==> config.mk <==
export PLATFORM = sky130hd
export DESIGN_NAME = rx_pkt_ctrl
export DESIGN_NICKNAME = d
export VERILOG_FILES = /design/src/rtl/rx_ctrl_pkg.sv /design/src/rtl/rx_byte_counter.sv /design/src/rtl/rx_pkt_ctrl.sv
export SDC_FILE = /design/constraint.sdc
export NUM_CORES = 1
export LEC_CHECK = 0
export CORE_MARGIN = 2
export CORE_UTILIZATION = 30
export CTS_CLUSTER_DIAMETER = 30
export CTS_CLUSTER_SIZE = 16
export DETAILED_ROUTE_END_ITERATION = 10
export PLACE_DENSITY = 0.58
export SLEW_MARGIN = 20
export SYNTH_ARGS = -nofsm -noshare
export SYNTH_HDL_FRONTEND = slang
export SYNTH_HIERARCHICAL = 1
export SYNTH_SLANG_ARGS = --single-unit
==> constraint.sdc <==
create_clock -name clk -period 2.7 [get_ports clk]
set_input_delay 0.54 -clock clk [delete_from_list [all_inputs] [get_ports clk]]
set_output_delay 0.54 -clock clk [all_outputs]
set_load 0.02 [all_outputs]
==> src/rtl/rx_ctrl_pkg.sv <==
// Shared types and constants for the receive control path.
//   rx_state_t        : receive FSM states
//   err_code_t        : classified error cause reported on err_code
//   DEFAULT_SYNC_BYTE : sync pattern used when the instance does not override it
package rx_ctrl_pkg;

    typedef enum logic [3:0] {
        StIdle,
        StSync,
        StPid,
        StWait,
        StRcv,
        StWrite,
        StDone,
        StEop,
        StErr,
        StEeop,
        StEidle
    } rx_state_t;

    typedef enum logic [2:0] {
        ERR_NONE      = 3'd0,
        ERR_BAD_SYNC  = 3'd1,
        ERR_BAD_PID   = 3'd2,
        ERR_OVERFLOW  = 3'd3,
        ERR_FIFO_FULL = 3'd4,
        ERR_EARLY_EOP = 3'd5
    } err_code_t;

    localparam logic [7:0] DEFAULT_SYNC_BYTE = 8'h80;

endpackage

==> src/rtl/rx_byte_counter.sv <==
// Saturating payload byte counter.
//   clk, n_rst : clock, asynchronous active-low reset
//   clear      : force count to zero (wins over increment)
//   increment  : add one unless already at MAX_BYTES
//   count      : current count
//   at_max     : count equals MAX_BYTES
module rx_byte_counter #(
    parameter int unsigned MAX_BYTES = 64,
    parameter int unsigned CNT_W     = $clog2(MAX_BYTES + 1)
) (
    input  logic             clk,
    input  logic             n_rst,
    input  logic             clear,
    input  logic             increment,
    output logic [CNT_W-1:0] count,
    output logic             at_max
);

    logic [CNT_W-1:0] count_q, count_d;

    assign at_max = (count_q == CNT_W'(MAX_BYTES));
    assign count  = count_q;

    always_comb begin
        count_d = count_q;
        if (clear) begin
            count_d = '0;
        end else if (increment && !at_max) begin
            count_d = count_q + 1'b1;
        end
    end

    always_ff @(posedge clk or negedge n_rst) begin
        if (!n_rst) begin
            count_q <= '0;
        end else begin
            count_q <= count_d;
        end
    end

endmodule

==> src/rtl/rx_pkt_ctrl.sv <==
// Receive control unit: validates SYNC, checks/captures PID, gates payload
// writes into the RX FIFO, counts payload bytes and classifies errors.
//   clk, n_rst    : clock, asynchronous active-low reset
//   d_edge        : line transition detected
//   eop           : end-of-packet line state present
//   shift_enable  : bit-sample strobe
//   rcv_data      : last fully shifted byte
//   byte_received : one-cycle pulse, rcv_data holds a new byte
//   fifo_full     : RX FIFO cannot accept a write
//   rcving        : packet reception in progress
//   w_enable      : one-cycle FIFO write strobe
//   r_error       : receive error flag
//   err_code      : cause of the first error in the current packet
//   pid/pid_valid : captured PID nibble and its validity
//   byte_count    : payload bytes written in the current packet
//   pkt_done      : one-cycle pulse on clean packet end
module rx_pkt_ctrl
    import rx_ctrl_pkg::*;
#(
    parameter int unsigned       DATA_W    = 8,
    parameter logic [DATA_W-1:0] SYNC_BYTE = DATA_W'(DEFAULT_SYNC_BYTE),
    parameter int unsigned       MAX_BYTES = 64,
    parameter int unsigned       CNT_W     = $clog2(MAX_BYTES + 1),
    parameter bit                CHECK_PID = 1'b1
) (
    input  logic              clk,
    input  logic              n_rst,
    input  logic              d_edge,
    input  logic              eop,
    input  logic              shift_enable,
    input  logic [DATA_W-1:0] rcv_data,
    input  logic              byte_received,
    input  logic              fifo_full,
    output logic              rcving,
    output logic              w_enable,
    output logic              r_error,
    output err_code_t         err_code,
    output logic [3:0]        pid,
    output logic              pid_valid,
    output logic [CNT_W-1:0]  byte_count,
    output logic              pkt_done
);

    rx_state_t state_q, state_d;
    err_code_t err_q, err_d;
    logic [3:0] pid_q;
    logic       pid_valid_q;
    logic       enter_sync;
    logic       pid_load;
    logic       at_max;
    logic       pid_ok;
    logic       line_eop;

    assign pid_ok   = !CHECK_PID || (rcv_data[7:4] == ~rcv_data[3:0]);
    assign line_eop = shift_enable && eop;

    always_comb begin
        state_d    = state_q;
        err_d      = err_q;
        enter_sync = 1'b0;
        pid_load   = 1'b0;
        unique case (state_q)
            StIdle: begin
                if (d_edge) begin
                    state_d    = StSync;
                    enter_sync = 1'b1;
                end
            end
            StSync: begin
                if (byte_received) begin
                    if (rcv_data == SYNC_BYTE) begin
                        state_d = StPid;
                    end else begin
                        state_d = StErr;
                        err_d   = ERR_BAD_SYNC;
                    end
                end
            end
            StPid: begin
                if (byte_received) begin
                    if (pid_ok) begin
                        state_d  = StWait;
                        pid_load = 1'b1;
                    end else begin
                        state_d = StErr;
                        err_d   = ERR_BAD_PID;
                    end
                end else if (line_eop) begin
                    state_d = StEeop;
                    err_d   = ERR_EARLY_EOP;
                end
            end
            StWait: begin
                if (shift_enable) begin
                    state_d = eop ? StDone : StRcv;
                end
            end
            StRcv: begin
                // A completed byte takes priority over a same-cycle EOP.
                if (byte_received) begin
                    if (at_max) begin
                        state_d = StErr;
                        err_d   = ERR_OVERFLOW;
                    end else if (fifo_full) begin
                        state_d = StErr;
                        err_d   = ERR_FIFO_FULL;
                    end else begin
                        state_d = StWrite;
                    end
                end else if (line_eop) begin
                    state_d = StEeop;
                    err_d   = ERR_EARLY_EOP;
                end
            end
            StWrite: state_d = StWait;
            StDone:  state_d = StEop;
            StEop: begin
                if (d_edge) state_d = StIdle;
            end
            StErr: begin
                // Keep the original cause; first error wins.
                if (line_eop) state_d = StEeop;
            end
            StEeop: begin
                if (d_edge) state_d = StEidle;
            end
            StEidle: begin
                if (d_edge) begin
                    state_d    = StSync;
                    enter_sync = 1'b1;
                end
            end
            default: state_d = StIdle;
        endcase
        if (enter_sync) begin
            err_d = ERR_NONE;
        end
    end

    // Moore outputs decoded from the current state only.
    always_comb begin
        rcving   = 1'b0;
        r_error  = 1'b0;
        w_enable = 1'b0;
        pkt_done = 1'b0;
        case (state_q)
            StSync, StPid, StWait, StRcv, StEop: rcving = 1'b1;
            StWrite: begin
                rcving   = 1'b1;
                w_enable = 1'b1;
            end
            StDone: begin
                rcving   = 1'b1;
                pkt_done = 1'b1;
            end
            StErr, StEeop: begin
                rcving  = 1'b1;
                r_error = 1'b1;
            end
            StEidle: r_error = 1'b1;
            default: ;
        endcase
    end

    always_ff @(posedge clk or negedge n_rst) begin
        if (!n_rst) begin
            state_q     <= StIdle;
            err_q       <= ERR_NONE;
            pid_q       <= '0;
            pid_valid_q <= 1'b0;
        end else begin
            state_q <= state_d;
            err_q   <= err_d;
            if (enter_sync) begin
                pid_valid_q <= 1'b0;
            end else if (pid_load) begin
                pid_q       <= rcv_data[3:0];
                pid_valid_q <= 1'b1;
            end
        end
    end

    assign err_code  = err_q;
    assign pid       = pid_q;
    assign pid_valid = pid_valid_q;

    rx_byte_counter #(
        .MAX_BYTES (MAX_BYTES),
        .CNT_W     (CNT_W)
    ) u_byte_counter (
        .clk       (clk),
        .n_rst     (n_rst),
        .clear     (enter_sync),
        .increment (w_enable),
        .count     (byte_count),
        .at_max    (at_max)
    );

endmodule

==> metrics.yaml <==
pre_cts_ws_ps: 260
regArea_um2: 475
num_vias: 1374
yosysWarnings: 6
drtIter0Drc: 37
antenna_found_initial: 0
dieArea_um2: 5640
clock-root-buffer: "clkbuf_8"
clk_pin_slew_ps: 70
io_pins: 34
p_leak_nw: 0.819
die_w_um: 75.1
syn_nets: 187
floorplan.initialDensity: 0.317
max_stage_delay_ps: 610
worstPathArrival_ps: 2010
crit_type: "flip-flop to output pin"
dp_hpwl_mm: 2.86
hp-class: "flip-flop to flip-flop"
core_um2: 4790
n_antenna_cell: 0
synth_flop_cell: "dfrtp_1"
grt_pass1_wl_mm: 6.30
drc_errors: 0
tightest_slew_ps: 598
max-vdd-ir-drop_uv: 554
power_density_nw_per_um2: 799
io_buffers: 33
syn_to_final_growth_pct: 30.5
cts_tree: "built"
crit_slowest_cell: "clkdlybuf4s50_1"
maxCapViolations: 0
cp_cell_sequence: "or2_2 -> a21oi_1 -> clkdlybuf4s50_1"
synth_edf_count: 0
fin_nets: 222
synthCells: 170
grt.total_usage: 0.144
fillers: 489
drive_above_1_share: 0.118
grt_pass1_vias: 1302
vias_per_cell: 5.07
hold_viol_final: 0
holdWs_ps: 491
clock-skew-final_ps: 2.28
fmax_ghz: 0.392
setup_tns_ps: 0
setup_viol: 0
clk_latency_ps: 250
rsz0062_at_grt: "no"
cp-end-kind: "output pin"
slew_viol_final: 0
cts_sinks: 19
cts_buffer_depth: 2
die_h_um: 75.1
status: "complete, no violations"
dp.cells: 267
crit_path_max_fanout: 19
multi_input_area_um2: 963
ys_seq_elements: 19
numCtsBuffers: 3
drt_wl_total_mm: 3.75
grt_start_max_net_pins: 20
syn_avg_cell_area_um2: 8.93
syn-cell-area_um2: 1520
wl_per_cell_um: 13.8
routabilityCongestion: 0.819
fin_cells: 271
rows: 25
worst_slack_ps: 152
synth.distinct_cells: 60
grt-ovfl-total: 0
cts_resized: 0
antenna_left: 0
async_flop_share: 1.00
min_period_over_period: 0.944
cts_hold_buf: 0
cts_post_setup_buffers_inserted: 0
slew_headroom: 0.601
cts-htree-levels: 1
timing.final.crit_period_ps: 2550
cp.required_ps: 2160
cp-start-kind: "flip-flop"
drtPass1Iterations: 4
ys_seq_area_frac: 0.313
stage by stage:
step	power (mW)	instance area, um^2	util
after floorplan	1.09	1520	-
after global placement	1.39	1940	0.404
after detailed placement	1.39	1940	0.404
after CTS	1.60	1980	0.414
after global routing	1.71	1980	0.414
final	1.58	1980	0.414
layout by cell type, fill, tap and decap left out, drive strengths merged, types with 3 or more instances in the layout:
cell type	n
clkdlybuf4s50	33
dfrtp	19
nand2	12
nor2	11
inv	8
xor2	8
a21oi	8
buf	7
mux2	7
nand2b	6
o21ai	6
nor4	6
nor2b	5
nor3	5
and2	4
nand3	4
clkbuf	4
and3	3
a22o	3
o22ai	3
o31ai	3
or3	3
cell families after synthesis:
group	after synthesis	share of synthesized area
AO/OA/AOI/OAI	42	0.209
XOR/XNOR	8	0.0462
adder cells (fa/ha/maj)	3	0.0231
buffers and inverters	18	0.0561
flip-flops	19	0.313
multiplexers	7	0.0544
AND/OR/NAND/NOR	73	0.298
cells in the mapped netlist (3+ instances only):
master,n,area (um^2)
a22o_1,3,26.3
nand2_1,12,45.0
nor3_1,4,20.0
nand3_1,4,20.0
o21ai_0,5,25.0
nand2b_1,6,37.5
o22ai_1,3,18.8
dfrtp_1,19,475
inv_1,8,30.0
nor2b_1,5,31.3
nor4_1,5,31.3
mux2_1,5,56.3
a21oi_1,8,40.0
and2_1,4,25.0
and3_1,3,18.8
nor2_1,10,37.5
xor2_1,8,70.1
clkbuf_1,5,18.8
area by class of cell:
class / instances / share of cell area
clock buffers: 4 / 0.0227
inverters: 8 / 0.0152
multi-input cells: 133 / 0.486
flip-flops and latches: 19 / 0.240
well taps: 67 / 0.0423
repair buffers: 40 / 0.193
registers in the layout, summed over array words and instances (netlist names):
name	cells
state_q	4
u_byte_counter/count	7
pid_valid	1
err_code	3
pid	4
final timing paths:
| kind | start | to | slack [ps] | cells past startpoint |
|---|---|---|---|---|
| max reg2reg | u_byte_counter/count[0] | state_q[3] | 480 | 9 |
| max | state_q[1] | rcving | 150 | 3 |
| min | pid[1] | pid[1] | 490 | 1 |
| max in group asynchronous | n_rst | err_code[1] | 1870 | 2 |
| min reg2reg | pid[1] | pid[1] | 490 | 1 |
| min in group asynchronous | n_rst | u_byte_counter/count[2] | 620 | 2 |
metal layers:
| metal | global-route usage | part of all wire | up-vias |
|---|---|---|---|
| met3 | 0.0321 | 0.047 | 4 |
| met1 | 0.213 | 0.51 | 640 |
| li1 | - | - | 699 |
| met4 | 0.0298 | 0.0077 | 0 |
| met2 | 0.214 | 0.43 | 31 |
| met5 | 0 | 0 | - |
power by group:
part / internal [mW] / switching [mW] / total, mW / leakage (nW)
combinational: 0.441 / 0.475 / 0.917 / 0.539
sequential: 0.346 / 0.120 / 0.466 / 0.258
clock: 0.105 / 0.0948 / 0.200 / 0.0228
critical path: cells and delay by family, from the launching register on:
| family | cells | cell delay (ps) |
|---|---|---|
| buf+inv | 1 | 610 |
| simple gates | 1 | 390 |
| compound gates | 1 | 140 |
| flops | 1 | 600 |
No activity file was read; power rests on OpenSTA's default activity.
